[config.mk]
export PLATFORM = sky130hd
export DESIGN_NAME = bpsk_modem_flat
export DESIGN_NICKNAME = d
export VERILOG_FILES = /design/src/rtl/bpsk_pkg.sv /design/src/rtl/bpsk_modem_if.sv /design/src/rtl/bpsk_correlator.sv /design/src/rtl/bpsk_modem.sv /design/src/flat_wrapper.sv
export SDC_FILE = /design/constraint.sdc
export NUM_CORES = 1
export LEC_CHECK = 0
export CAP_MARGIN = 20
export CORE_UTILIZATION = 45
export CTS_CLUSTER_SIZE = 10
export DETAILED_ROUTE_END_ITERATION = 6
export PLACE_DENSITY = 0.69
export SYNTH_ARGS = -nofsm -noshare
export SYNTH_HDL_FRONTEND = slang
export SYNTH_SLANG_ARGS = --single-unit
[constraint.sdc]
create_clock -name clk -period 12.15 [get_ports clk]
set_clock_uncertainty 0.15 [all_clocks]
set_input_delay 2.43 -clock clk [delete_from_list [all_inputs] [get_ports clk]]
set_output_delay 2.43 -clock clk [all_outputs]
set_load 0.05 [all_outputs]
[src/rtl/bpsk_pkg.sv]
// Shared BPSK modem definitions: carrier LUT generation, accumulator sizing and tx FSM states.
package bpsk_pkg;

    typedef enum logic [0:0] {
        TX_IDLE = 1'b0,
        TX_SEND = 1'b1
    } tx_state_e;

    function automatic int acc_width(input int data_w, input int sps);
        return 2 * data_w + $clog2(sps);
    endfunction

    // Elaboration-time sine via Taylor series so no math library is needed; result rounded half away from zero.
    function automatic int sine_lut(input int k, input int sps, input int amp, input int data_w);
        real pi;
        real x;
        real term;
        real sum;
        real v;
        int  r;
        int  lim;
        pi   = 3.14159265358979323846;
        x    = 2.0 * pi * real'(k) / real'(sps);
        if (x > pi)
            x = x - 2.0 * pi;
        term = x;
        sum  = x;
        for (int n = 1; n < 14; n++) begin
            term = -term * x * x / real'((2 * n) * (2 * n + 1));
            sum  = sum + term;
        end
        v   = real'(amp) * sum;
        r   = (v >= 0.0) ? int'($rtoi(v + 0.5)) : -int'($rtoi(0.5 - v));
        lim = (1 << (data_w - 1)) - 1;
        if (r > lim)
            r = lim;
        if (r < -lim)
            r = -lim;
        return r;
    endfunction

endpackage

[src/rtl/bpsk_modem_if.sv]
// Bit-stream and sample-stream signals of the BPSK modem, framing/ADC-DAC side as master.
interface bpsk_modem_if #(
    parameter int DATA_W = 16,
    parameter int SPS    = 8
);
    localparam int ACC_W = bpsk_pkg::acc_width(DATA_W, SPS);

    logic                     tx_bit;
    logic                     tx_valid;
    logic                     tx_ready;
    logic signed [DATA_W-1:0] tx_sample;
    logic                     tx_sample_valid;
    logic                     tx_sof;
    logic signed [DATA_W-1:0] rx_sample;
    logic                     rx_sample_valid;
    logic                     rx_sof;
    logic                     rx_bit;
    logic                     rx_bit_valid;
    logic signed [ACC_W-1:0]  rx_corr;

    modport master (
        output tx_bit, tx_valid, rx_sample, rx_sample_valid, rx_sof,
        input  tx_ready, tx_sample, tx_sample_valid, tx_sof, rx_bit, rx_bit_valid, rx_corr
    );

    modport slave (
        input  tx_bit, tx_valid, rx_sample, rx_sample_valid, rx_sof,
        output tx_ready, tx_sample, tx_sample_valid, tx_sof, rx_bit, rx_bit_valid, rx_corr
    );
endinterface

[src/rtl/bpsk_correlator.sv]
// Receive integrate-and-dump: correlates one symbol of samples against the carrier and decides the bit.
module bpsk_correlator
    import bpsk_pkg::*;
#(
    parameter int  DATA_W = 16,
    parameter int  SPS    = 8,
    parameter int  DIFF   = 0,
    localparam int ACC_W  = acc_width(DATA_W, SPS)
) (
    input  logic                     clk,
    input  logic                     rst_n,
    input  logic signed [DATA_W-1:0] lut [SPS],
    input  logic signed [DATA_W-1:0] rx_sample,
    input  logic                     rx_sample_valid,
    input  logic                     rx_sof,
    output logic                     rx_bit,
    output logic                     rx_bit_valid,
    output logic signed [ACC_W-1:0]  rx_corr
);
    localparam int PH_W = $clog2(SPS);

    logic                       started;
    logic [PH_W-1:0]            phase;
    logic [PH_W-1:0]            ph_eff;
    logic signed [ACC_W-1:0]    acc;
    logic signed [2*DATA_W-1:0] prod;
    logic                       take;
    logic                       dump;
    logic                       d;
    logic                       d_prev;

    // A sof always restarts at phase 0, discarding any partial sum.
    assign take   = rx_sample_valid && (rx_sof || started);
    assign ph_eff = rx_sof ? '0 : phase;
    assign prod   = rx_sample * lut[ph_eff];
    assign d      = !acc[ACC_W-1] && (acc != '0);

    always_ff @(posedge clk or negedge rst_n) begin
        if (!rst_n) begin
            started      <= 1'b0;
            phase        <= '0;
            acc          <= '0;
            dump         <= 1'b0;
            d_prev       <= 1'b0;
            rx_bit       <= 1'b0;
            rx_bit_valid <= 1'b0;
            rx_corr      <= '0;
        end else begin
            rx_bit_valid <= 1'b0;
            dump         <= 1'b0;
            if (dump) begin
                rx_corr      <= acc;
                rx_bit       <= (DIFF != 0) ? (d ^ d_prev) : d;
                d_prev       <= d;
                rx_bit_valid <= 1'b1;
            end
            if (take) begin
                started <= 1'b1;
                acc     <= (ph_eff == '0) ? ACC_W'(prod) : acc + ACC_W'(prod);
                phase   <= ph_eff + 1'b1;
                dump    <= (ph_eff == PH_W'(SPS - 1));
            end
        end
    end

endmodule

[src/rtl/bpsk_modem.sv]
// BPSK/DBPSK modem top: carrier LUT, transmit FSM with differential encoder, and the receive correlator.
//   state   | meaning
//   S_IDLE  | no symbol in flight, tx_ready high, tx_sample held at 0
//   S_SEND  | emitting carrier samples; tx_ready only on the last phase
module bpsk_modem
    import bpsk_pkg::*;
#(
    parameter int DATA_W = 16,
    parameter int SPS    = 8,
    parameter int AMP    = 10000,
    parameter int DIFF   = 0
) (
    input logic         clk,
    input logic         rst_n,
    bpsk_modem_if.slave bus
);
    localparam int         PH_W   = $clog2(SPS);
    localparam logic [0:0] S_IDLE = TX_IDLE;
    localparam logic [0:0] S_SEND = TX_SEND;

    logic signed [DATA_W-1:0] lut [SPS];

    for (genvar k = 0; k < SPS; k++) begin : g_lut
        assign lut[k] = DATA_W'(sine_lut(k, SPS, AMP, DATA_W));
    end

    logic [0:0]               tx_state;
    logic [0:0]               tx_state_nxt;
    logic [PH_W-1:0]          tx_phase;
    logic [PH_W-1:0]          tx_phase_nxt;
    logic                     tx_sym;
    logic                     tx_sym_nxt;
    logic                     tx_last;
    logic                     tx_accept;
    logic signed [DATA_W-1:0] lut_tx;
    logic signed [DATA_W-1:0] tx_sample_nxt;

    assign tx_last      = (tx_phase == PH_W'(SPS - 1));
    assign bus.tx_ready = (tx_state == S_IDLE) || tx_last;
    assign tx_accept    = bus.tx_valid && bus.tx_ready;
    assign lut_tx       = lut[tx_phase_nxt];

    // tx_sym doubles as the differential reference, so it survives idle gaps.
    always_comb begin
        tx_state_nxt = tx_state;
        tx_phase_nxt = tx_phase;
        tx_sym_nxt   = tx_sym;
        if (tx_accept) begin
            tx_state_nxt = S_SEND;
            tx_phase_nxt = '0;
            tx_sym_nxt   = (DIFF != 0) ? (bus.tx_bit ^ tx_sym) : bus.tx_bit;
        end else if (tx_state == S_SEND) begin
            if (tx_last) begin
                tx_state_nxt = S_IDLE;
                tx_phase_nxt = '0;
            end else begin
                tx_phase_nxt = tx_phase + 1'b1;
            end
        end
    end

    always_comb begin
        tx_sample_nxt = '0;
        if (tx_state_nxt == S_SEND)
            tx_sample_nxt = tx_sym_nxt ? lut_tx : -lut_tx;
    end

    always_ff @(posedge clk or negedge rst_n) begin
        if (!rst_n) begin
            tx_state            <= S_IDLE;
            tx_phase            <= '0;
            tx_sym              <= 1'b0;
            bus.tx_sample       <= '0;
            bus.tx_sample_valid <= 1'b0;
            bus.tx_sof          <= 1'b0;
        end else begin
            tx_state            <= tx_state_nxt;
            tx_phase            <= tx_phase_nxt;
            tx_sym              <= tx_sym_nxt;
            bus.tx_sample       <= tx_sample_nxt;
            bus.tx_sample_valid <= (tx_state_nxt == S_SEND);
            bus.tx_sof          <= tx_accept;
        end
    end

    bpsk_correlator #(
        .DATA_W (DATA_W),
        .SPS    (SPS),
        .DIFF   (DIFF)
    ) u_corr (
        .clk             (clk),
        .rst_n           (rst_n),
        .lut             (lut),
        .rx_sample       (bus.rx_sample),
        .rx_sample_valid (bus.rx_sample_valid),
        .rx_sof          (bus.rx_sof),
        .rx_bit          (bus.rx_bit),
        .rx_bit_valid    (bus.rx_bit_valid),
        .rx_corr         (bus.rx_corr)
    );

endmodule
[src/flat_wrapper.sv]
// flat-port wrapper written by rule: the top's interface ports become plain ports
module bpsk_modem_flat import bpsk_pkg::*;
#(
    parameter int DATA_W = 16,
    parameter int SPS    = 8,
    parameter int AMP    = 10000,
    parameter int DIFF   = 0
)
  (clk, rst_n, bus_tx_bit, bus_tx_valid, bus_rx_sample, bus_rx_sample_valid, bus_rx_sof, bus_tx_ready, bus_tx_sample, bus_tx_sample_valid, bus_tx_sof, bus_rx_bit, bus_rx_bit_valid, bus_rx_corr);
  bpsk_modem_if #(.DATA_W(DATA_W), .SPS(SPS)) bus_i ();
  input logic clk;
  input logic rst_n;
  input wire logic [$bits(bus_i.tx_bit)-1:0] bus_tx_bit;
  input wire logic [$bits(bus_i.tx_valid)-1:0] bus_tx_valid;
  input wire logic [$bits(bus_i.rx_sample)-1:0] bus_rx_sample;
  input wire logic [$bits(bus_i.rx_sample_valid)-1:0] bus_rx_sample_valid;
  input wire logic [$bits(bus_i.rx_sof)-1:0] bus_rx_sof;
  output wire logic [$bits(bus_i.tx_ready)-1:0] bus_tx_ready;
  output wire logic [$bits(bus_i.tx_sample)-1:0] bus_tx_sample;
  output wire logic [$bits(bus_i.tx_sample_valid)-1:0] bus_tx_sample_valid;
  output wire logic [$bits(bus_i.tx_sof)-1:0] bus_tx_sof;
  output wire logic [$bits(bus_i.rx_bit)-1:0] bus_rx_bit;
  output wire logic [$bits(bus_i.rx_bit_valid)-1:0] bus_rx_bit_valid;
  output wire logic [$bits(bus_i.rx_corr)-1:0] bus_rx_corr;
  assign bus_i.tx_bit = bus_tx_bit;
  assign bus_i.tx_valid = bus_tx_valid;
  assign bus_i.rx_sample = bus_rx_sample;
  assign bus_i.rx_sample_valid = bus_rx_sample_valid;
  assign bus_i.rx_sof = bus_rx_sof;
  assign bus_tx_ready = bus_i.tx_ready;
  assign bus_tx_sample = bus_i.tx_sample;
  assign bus_tx_sample_valid = bus_i.tx_sample_valid;
  assign bus_tx_sof = bus_i.tx_sof;
  assign bus_rx_bit = bus_i.rx_bit;
  assign bus_rx_bit_valid = bus_i.rx_bit_valid;
  assign bus_rx_corr = bus_i.rx_corr;
  bpsk_modem #(.DATA_W(DATA_W), .SPS(SPS), .AMP(AMP), .DIFF(DIFF)) u_core (.clk(clk), .rst_n(rst_n), .bus(bus_i));
endmodule
Word level (Yosys, flattened, before mapping)
Memories as Yosys holds them, arrays and structs flattened. Cells that the tools add are included.

Register bits after elaboration: 99. Latch bits: 0. Memory bits (writable): 0. Memory bits (read-only): 256. Input bits: 22. Output and inout port bits: 56. Word-level logic and storage cells: 51. Memories: 2.

Memory list: (no name shown) (words 8, width 16, read ports 1, clocked after Yosys merged registers in 0, wr ports 0, line bpsk_modem.sv:41) `assign lut_tx = lut[tx_phase_nxt];`; (no name shown) (words 8, width 16, read ports 1, clocked after Yosys merged registers in 0, wr ports 0, line bpsk_correlator.sv:35) `assign prod = rx_sample * lut[ph_eff];`.

Add/subtract/negate cells: 4. Multiply operators: 1. Div/mod/pow operators: 0. Order comparisons: 2. Equality and inequality tests: 2. Shift-type cells: 0. Muxes and demuxes: 17. Bitwise gates (word level): 3. Reduce and logical (&&, ||, !) cells: 8.

Operators with widths (number): $mux W16 (6); $add A35 B32 Y35 (1); $mux W35 (1); $reduce_bool A35 Y1 (1); $mul A16 B16 Y32 (1); $neg A16 Y16 (1); $mux W3 (4); $ge A4 B4 Y1 const B (2); $not A3 Y4 (2); $add A3 B1 Y3 const B (2); $eq A3 B3 Y1 const B (2); $mux W1 (6); $logic_and A1 B1 Y1 (3); $logic_not A3 Y1 (1); $logic_or A1 B1 Y1 (2); $logic_not A1 Y1 (1); $not A1 Y1 (1).

Longest topological paths before layout
Word-level depth: 11. Depth in mapped cells: 39. Mapped depth without buffers: 38.

Modules after synthesis
From an unflattened synthesis, not the netlist that was laid out.

Cells, all modules: 1793. Area, all modules: 16595.9 um^2.

Modules (own cells, without submodules): bpsk_correlator (instances 1, cells each 1723, area an instance 15787.6 um^2, sequential area each 1926.8 um^2); bpsk_modem (instances 1, cells each 70, area an instance 808.3 um^2, sequential area each 500.5 um^2).

Worst setup path before layout
No wires, ideal clock.

Kind: in2reg. Start point: in bus_rx_sof. End point: reg u_core.u_corr.acc[30]. Library setup time: 0.118 ns. Arrival: 10.456 ns. Required time: 11.882 ns. Setup slack: 1.425 ns. Stages on the path: 39. Path buffers: 2. Cells stage by stage: nor2b_2 inv_2 nor2_1 o21bai_1 a21boi_1 clkbuf_1 nand2_1 inv_1 fa_1 fa_1 inv_1 fa_1 inv_1 fa_1 fa_1 inv_1 fa_1 inv_1 [3 not listed] o21ai_0 a311oi_1 o21ai_0 a31oi_1 o221ai_1 a21o_1 and2_1 ha_1 a21o_1 a21o_1 a21o_1 a22o_1 a211oi_1 o21bai_1 a21oi_1 xor2_1 o21ai_0 a21o_1.

Cells in the longest elaborated chain, start to end: 8. Elaborated cells between the ends (all ways): 11. Those cells by class: add/sub: 1; mul: 1; mux: 4; bitwise: 1; reduce/logical: 3; memory: 1.

RTL lines: from (decl) (line flat_wrapper.sv:17) `input wire logic [$bits(bus_i.rx_sof)-1:0] bus_rx_sof;`; $mux W3 (line bpsk_correlator.sv:34) `assign ph_eff = rx_sof ? '0 : phase;`; $not A3 Y4 (not written as such) (line bpsk_correlator.sv:35); $mem_v2 Z8 W16; $mux W16 (not written as such) (2 in series) (line bpsk_correlator.sv:35); $mul A16 B16 Y32 (line bpsk_correlator.sv:35); $add A35 B32 Y35 (line bpsk_correlator.sv:59) `acc <= (ph_eff == '0) ? ACC_W'(prod) : acc + ACC_W'(prod);`; $mux W35 (line bpsk_correlator.sv:59); to (signal assigned) (line bpsk_correlator.sv:59); to (decl) (line bpsk_correlator.sv:25) `logic signed [ACC_W-1:0] acc;`.

Parallel ways exist; a longest one is shown, timed or not. The select of a mux whose other input is x is not followed. A chain may end at the register's enable or synchronous reset.

Worst setup path after layout
Start point: in bus_rx_sof. End point: reg u_core.u_corr.acc[32].

Same word-level chain as after synthesis.

==> results.md <==
- The part of the Yosys area used for sequential elements is 16.2%.
- The storage element area is 2430 um2.
- The kind of end point of the critical path is a register.
- The number of max-slew violations in the final report is 0.
- For this run, the post-layout net count is 2040.
- The number of antenna violations at the first check in global routing was 1.
- The synthesized netlist occupies a cell area of 15000 um2.
- The startpoint identified for the worst register-to-register timing path is u_core.u_corr.phase[2]$_DFFE_PN0P_.
- STA classifies the critical path startpoint as a primary input.
- By area the synthesized netlist is led by sky130_fd_sc_hd__fa_1, sky130_fd_sc_hd__dfrtp_1, sky130_fd_sc_hd__ha_1, sky130_fd_sc_hd__inv_1, sky130_fd_sc_hd__nand2_1.
- When the netlist entered floorplanning its net count stood at 1978.
- The synthesis-to-finish area growth is 10.4%.
- In the final routed layout, each cell accounts on average for 16.9 um.
- The cell taking the most area after synthesis is sky130_fd_sc_hd__fa_1.
- The first global-routing pass estimated 60300 um of wire.
- The row count is 66.
- The largest single stage delay on the critical path is 570 ps.
- The congestion estimate from routability-driven global placement came to 0.940.
- The final layout contains routed wiring with a total length of 35300 um.
- The worst-case hold path end point is u_core.u_corr.rx_corr[10]$_DFFE_PN0P_.
- For this block, the via count after detailed routing is 10900.
- The clock tree synthesis step divided the H-tree into 3 levels.
- The setup TNS after final layout is 0 ps.
- In this run, synthesis inferred 0 flip-flops with an integrated enable.
- The detail route stage leaves a number of antenna-violating nets equal to 0.
- The pin count of the biggest net entering global routing is 67.
- The average vias per placed instance is 5.22.
- The die is 184 um wide.
- The filler cell count in the final layout is 2962.
- The number of optimization iterations in the first detailed-route pass is 5.
- The critical path data required time is 12230 ps.
- The clock transition at the registers of the reported paths is 70 ps.
- For this run, the leading register cell type out of synthesis is sky130_fd_sc_hd__dfrtp_1.
- The fmax is 85.9 MHz.
- For this run, design rule violations remaining after detail routing come to 0.
- The warning count from the yosys run is 0.
- The number of violations of the max-capacitance limit is 0.
- The worst hold path belongs to the class reg -> reg.
- The maximum fanout along the worst path is 14.
- Clock tree synthesis selected as its root buffer the cell sky130_fd_sc_hd__clkbuf_16.
- The multi-input gate area in the final layout is 11200 um2.
- The post-layout minimum cycle time is 11640 ps.
- Excluding fillers, the count of instances in the completed layout stands at 2085.
- The run finished with clean final reports.
- Setup repair after global routing left no endpoint under its margin.
- The total overflow left after global routing is 0.
- The number of placed instances, taps included, is 2068.
- Clock tree synthesis inserted a total of 9 buffers.
- The critical path arrival is 11710 ps.
- Dividing the synthesized area by the synthesized cell count gives 9.50 um2.
- After synthesis, the largest area contributor takes up 32.4% of total cell area.
- Measured against its own limit, the worst slew margin works out to 35.3%.
- The number of different library cells in the post-synthesis netlist is 77.
- The count of input and output buffers is 77.
- The number of sinks on the clock net is 97.
- The kind of critical path is in -> reg.
- The number of design-rule violations left by the first detailed-router iteration is 603.
- Among the stages of the critical path, the cell type that occurs most often is sky130_fd_sc_hd__fa_1.
- The final cycle utilization of the critical path is 95.8%.
- The setup check on the worst reg-to-reg path leaves a slack of 2740 ps.
- The total setup violations reported at the end of the flow is 0.
- The die area is 34000 um2.
- The worst reg-to-reg path cell count is 33.
- The most common cell after layout, fill and taps aside is sky130_fd_sc_hd__inv_1.
- The slew of the pin with the lowest slew margin is 961 ps.
- The HPWL after detailed placement is 29700 um.
- In this run, post-CTS hold repair placed 0 buffers.
- For this configuration, the core starts out at a cell density of 45.9%.
- The die is 184 um tall.
- The final hold violation count is 0.
- The via count of the first global-routing pass was 11600.
- The clock passes through at most 2 buffers.
- The hold path depth is 1.
- In the synthesized netlist the async set-or-reset flop fraction comes to 100%.
- The top cell types in the final layout, fill and taps aside, are sky130_fd_sc_hd__inv_1, sky130_fd_sc_hd__fa_1, sky130_fd_sc_hd__ha_1.
- The I/O pin total is 78.
- The endpoint identified for the worst register-to-register timing path is u_core.u_corr.acc[32]$_DFFE_PN0P_.
- Synthesis handed over a netlist of 1575 instances.
- The startpoint identified for the worst hold timing path is u_core.u_corr.rx_corr[10]$_DFFE_PN0P_.
- The synthesized design contains 97 register bits.
- Of the cells placed in the final design, the portion with a size suffix greater than 1 is 6.64%.
- Among all stages on the critical path, the largest delay is contributed by sky130_fd_sc_hd__clkdlybuf4s50_1.
- For the worst-skew pair, the clock arrives at the later sink with an insertion delay of 360 ps.
- The total track usage is 22.7%.
- TritonCTS built the clock tree.
- The core region is 32600 um2.
## repair_timing
action	CTS	global route
setup endpoints to repair	0	6
setup buffers	0	0
resized for setup	0	1
## per-layer routing
metal	GRT usage [%]	part of all wire (%)	vias up
met4	5.80	1.7	0
met1	32.7	46	5388
li1	-	-	5163
met3	2.57	4.9	49
met2	36.2	47	275
met5	0	0	-
## cells in the mapped netlist, types with 11 or more instances
master and instances:
sky130_fd_sc_hd__nand2_1 122, sky130_fd_sc_hd__nor2_1 100, sky130_fd_sc_hd__ha_1 139, sky130_fd_sc_hd__o21ai_0 51, sky130_fd_sc_hd__xor2_1 20, sky130_fd_sc_hd__nand3_1 14
sky130_fd_sc_hd__clkbuf_1 28, sky130_fd_sc_hd__inv_1 311, sky130_fd_sc_hd__a21o_1 37, sky130_fd_sc_hd__dfrtp_1 97, sky130_fd_sc_hd__fa_1 242, sky130_fd_sc_hd__a211oi_1 11
sky130_fd_sc_hd__nor3_1 15, sky130_fd_sc_hd__a31oi_1 19, sky130_fd_sc_hd__xnor2_1 49, sky130_fd_sc_hd__and2_1 57, sky130_fd_sc_hd__o21bai_1 11, sky130_fd_sc_hd__mux2_2 37
sky130_fd_sc_hd__a21oi_1 73
## flip-flops by register name, summed over array words and instances (netlist names), 3 cells and up
| register | cells |
|---|---|
| u_core.u_corr.acc | 35 |
| u_core.u_corr.rx_corr | 35 |
| u_core.bus.tx_sample | 14 |
| u_core.tx_phase | 3 |
| u_core.u_corr.phase | 3 |
## cell families (layout without fill, tap and decap cells)
kind of cell / Yosys count / count (layout) / synth area share [%]
other cells: 0 / 1 / 0
fa+ha+maj: 381 / 381 / 44.0
buf+inv: 354 / 421 / 9.24
xor+xnor: 71 / 71 / 4.26
compound gates: 262 / 262 / 11.5
simple gates: 368 / 368 / 11.7
mux: 42 / 42 / 3.12
flops: 97 / 97 / 16.2
## worst max-delay path: cells and delay by family
family,cells,cell delay [ps]
adders and majority gates,8,3590
AOI/OAI and AO/OA,15,3510
xor gates and xnor gates,1,170
and+or+nand+nor,4,740
buffers and inverters,6,1250
## through the flow
| stage | hold WS [ps] | util, % | cell area (um2) | worst slack [ps] |
|---|---|---|---|---|
| 6_report | 357 | 50.6 | 16500 | 515 |
| 5_1_grt | 375 | 50.6 | 16500 | 34.9 |
| 4_1_cts | 363 | 50.6 | 16500 | 550 |
| 3_5_place_dp | 346 | 49.7 | 16200 | 224 |
| 3_3_place_gp | 342 | 49.7 | 16200 | 557 |
| 2_1_floorplan | 202 | - | 15000 | 1430 |
## how the worst max path moves through the flow
stage / start / to / slack [ps] / cells past startpoint
final: bus_rx_sof / u_core.u_corr.acc[32]$_DFFE_PN0P_ / 510 / 34
after global routing: bus_rx_sof / u_core.u_corr.acc[30]$_DFFE_PN0P_ / 30 / 40
after CTS: bus_rx_sof / u_core.u_corr.acc[30]$_DFFE_PN0P_ / 550 / 40
after detailed placement: bus_rx_sof / u_core.u_corr.acc[33]$_DFFE_PN0P_ / 220 / 39
after global placement: bus_rx_sof / u_core.u_corr.acc[30]$_DFFE_PN0P_ / 560 / 34
after floorplan: bus_rx_sof / u_core.u_corr.acc[30]$_DFFE_PN0P_ / 1430 / 39
## final cells by class
type,instances,area share (%)
diodes,1,0.0152
clock buffers,11,1.47
flip-flops and latches,97,14.7
multi-input cells,1124,67.6
repair buffers,93,5.38
well taps,442,3.35
clock inverters,5,0.409
inverters,312,7.09
Power is left out: the tool's default activity adds up to more than one toggle a clock period on the data nets, which glitch-free logic cannot reach.
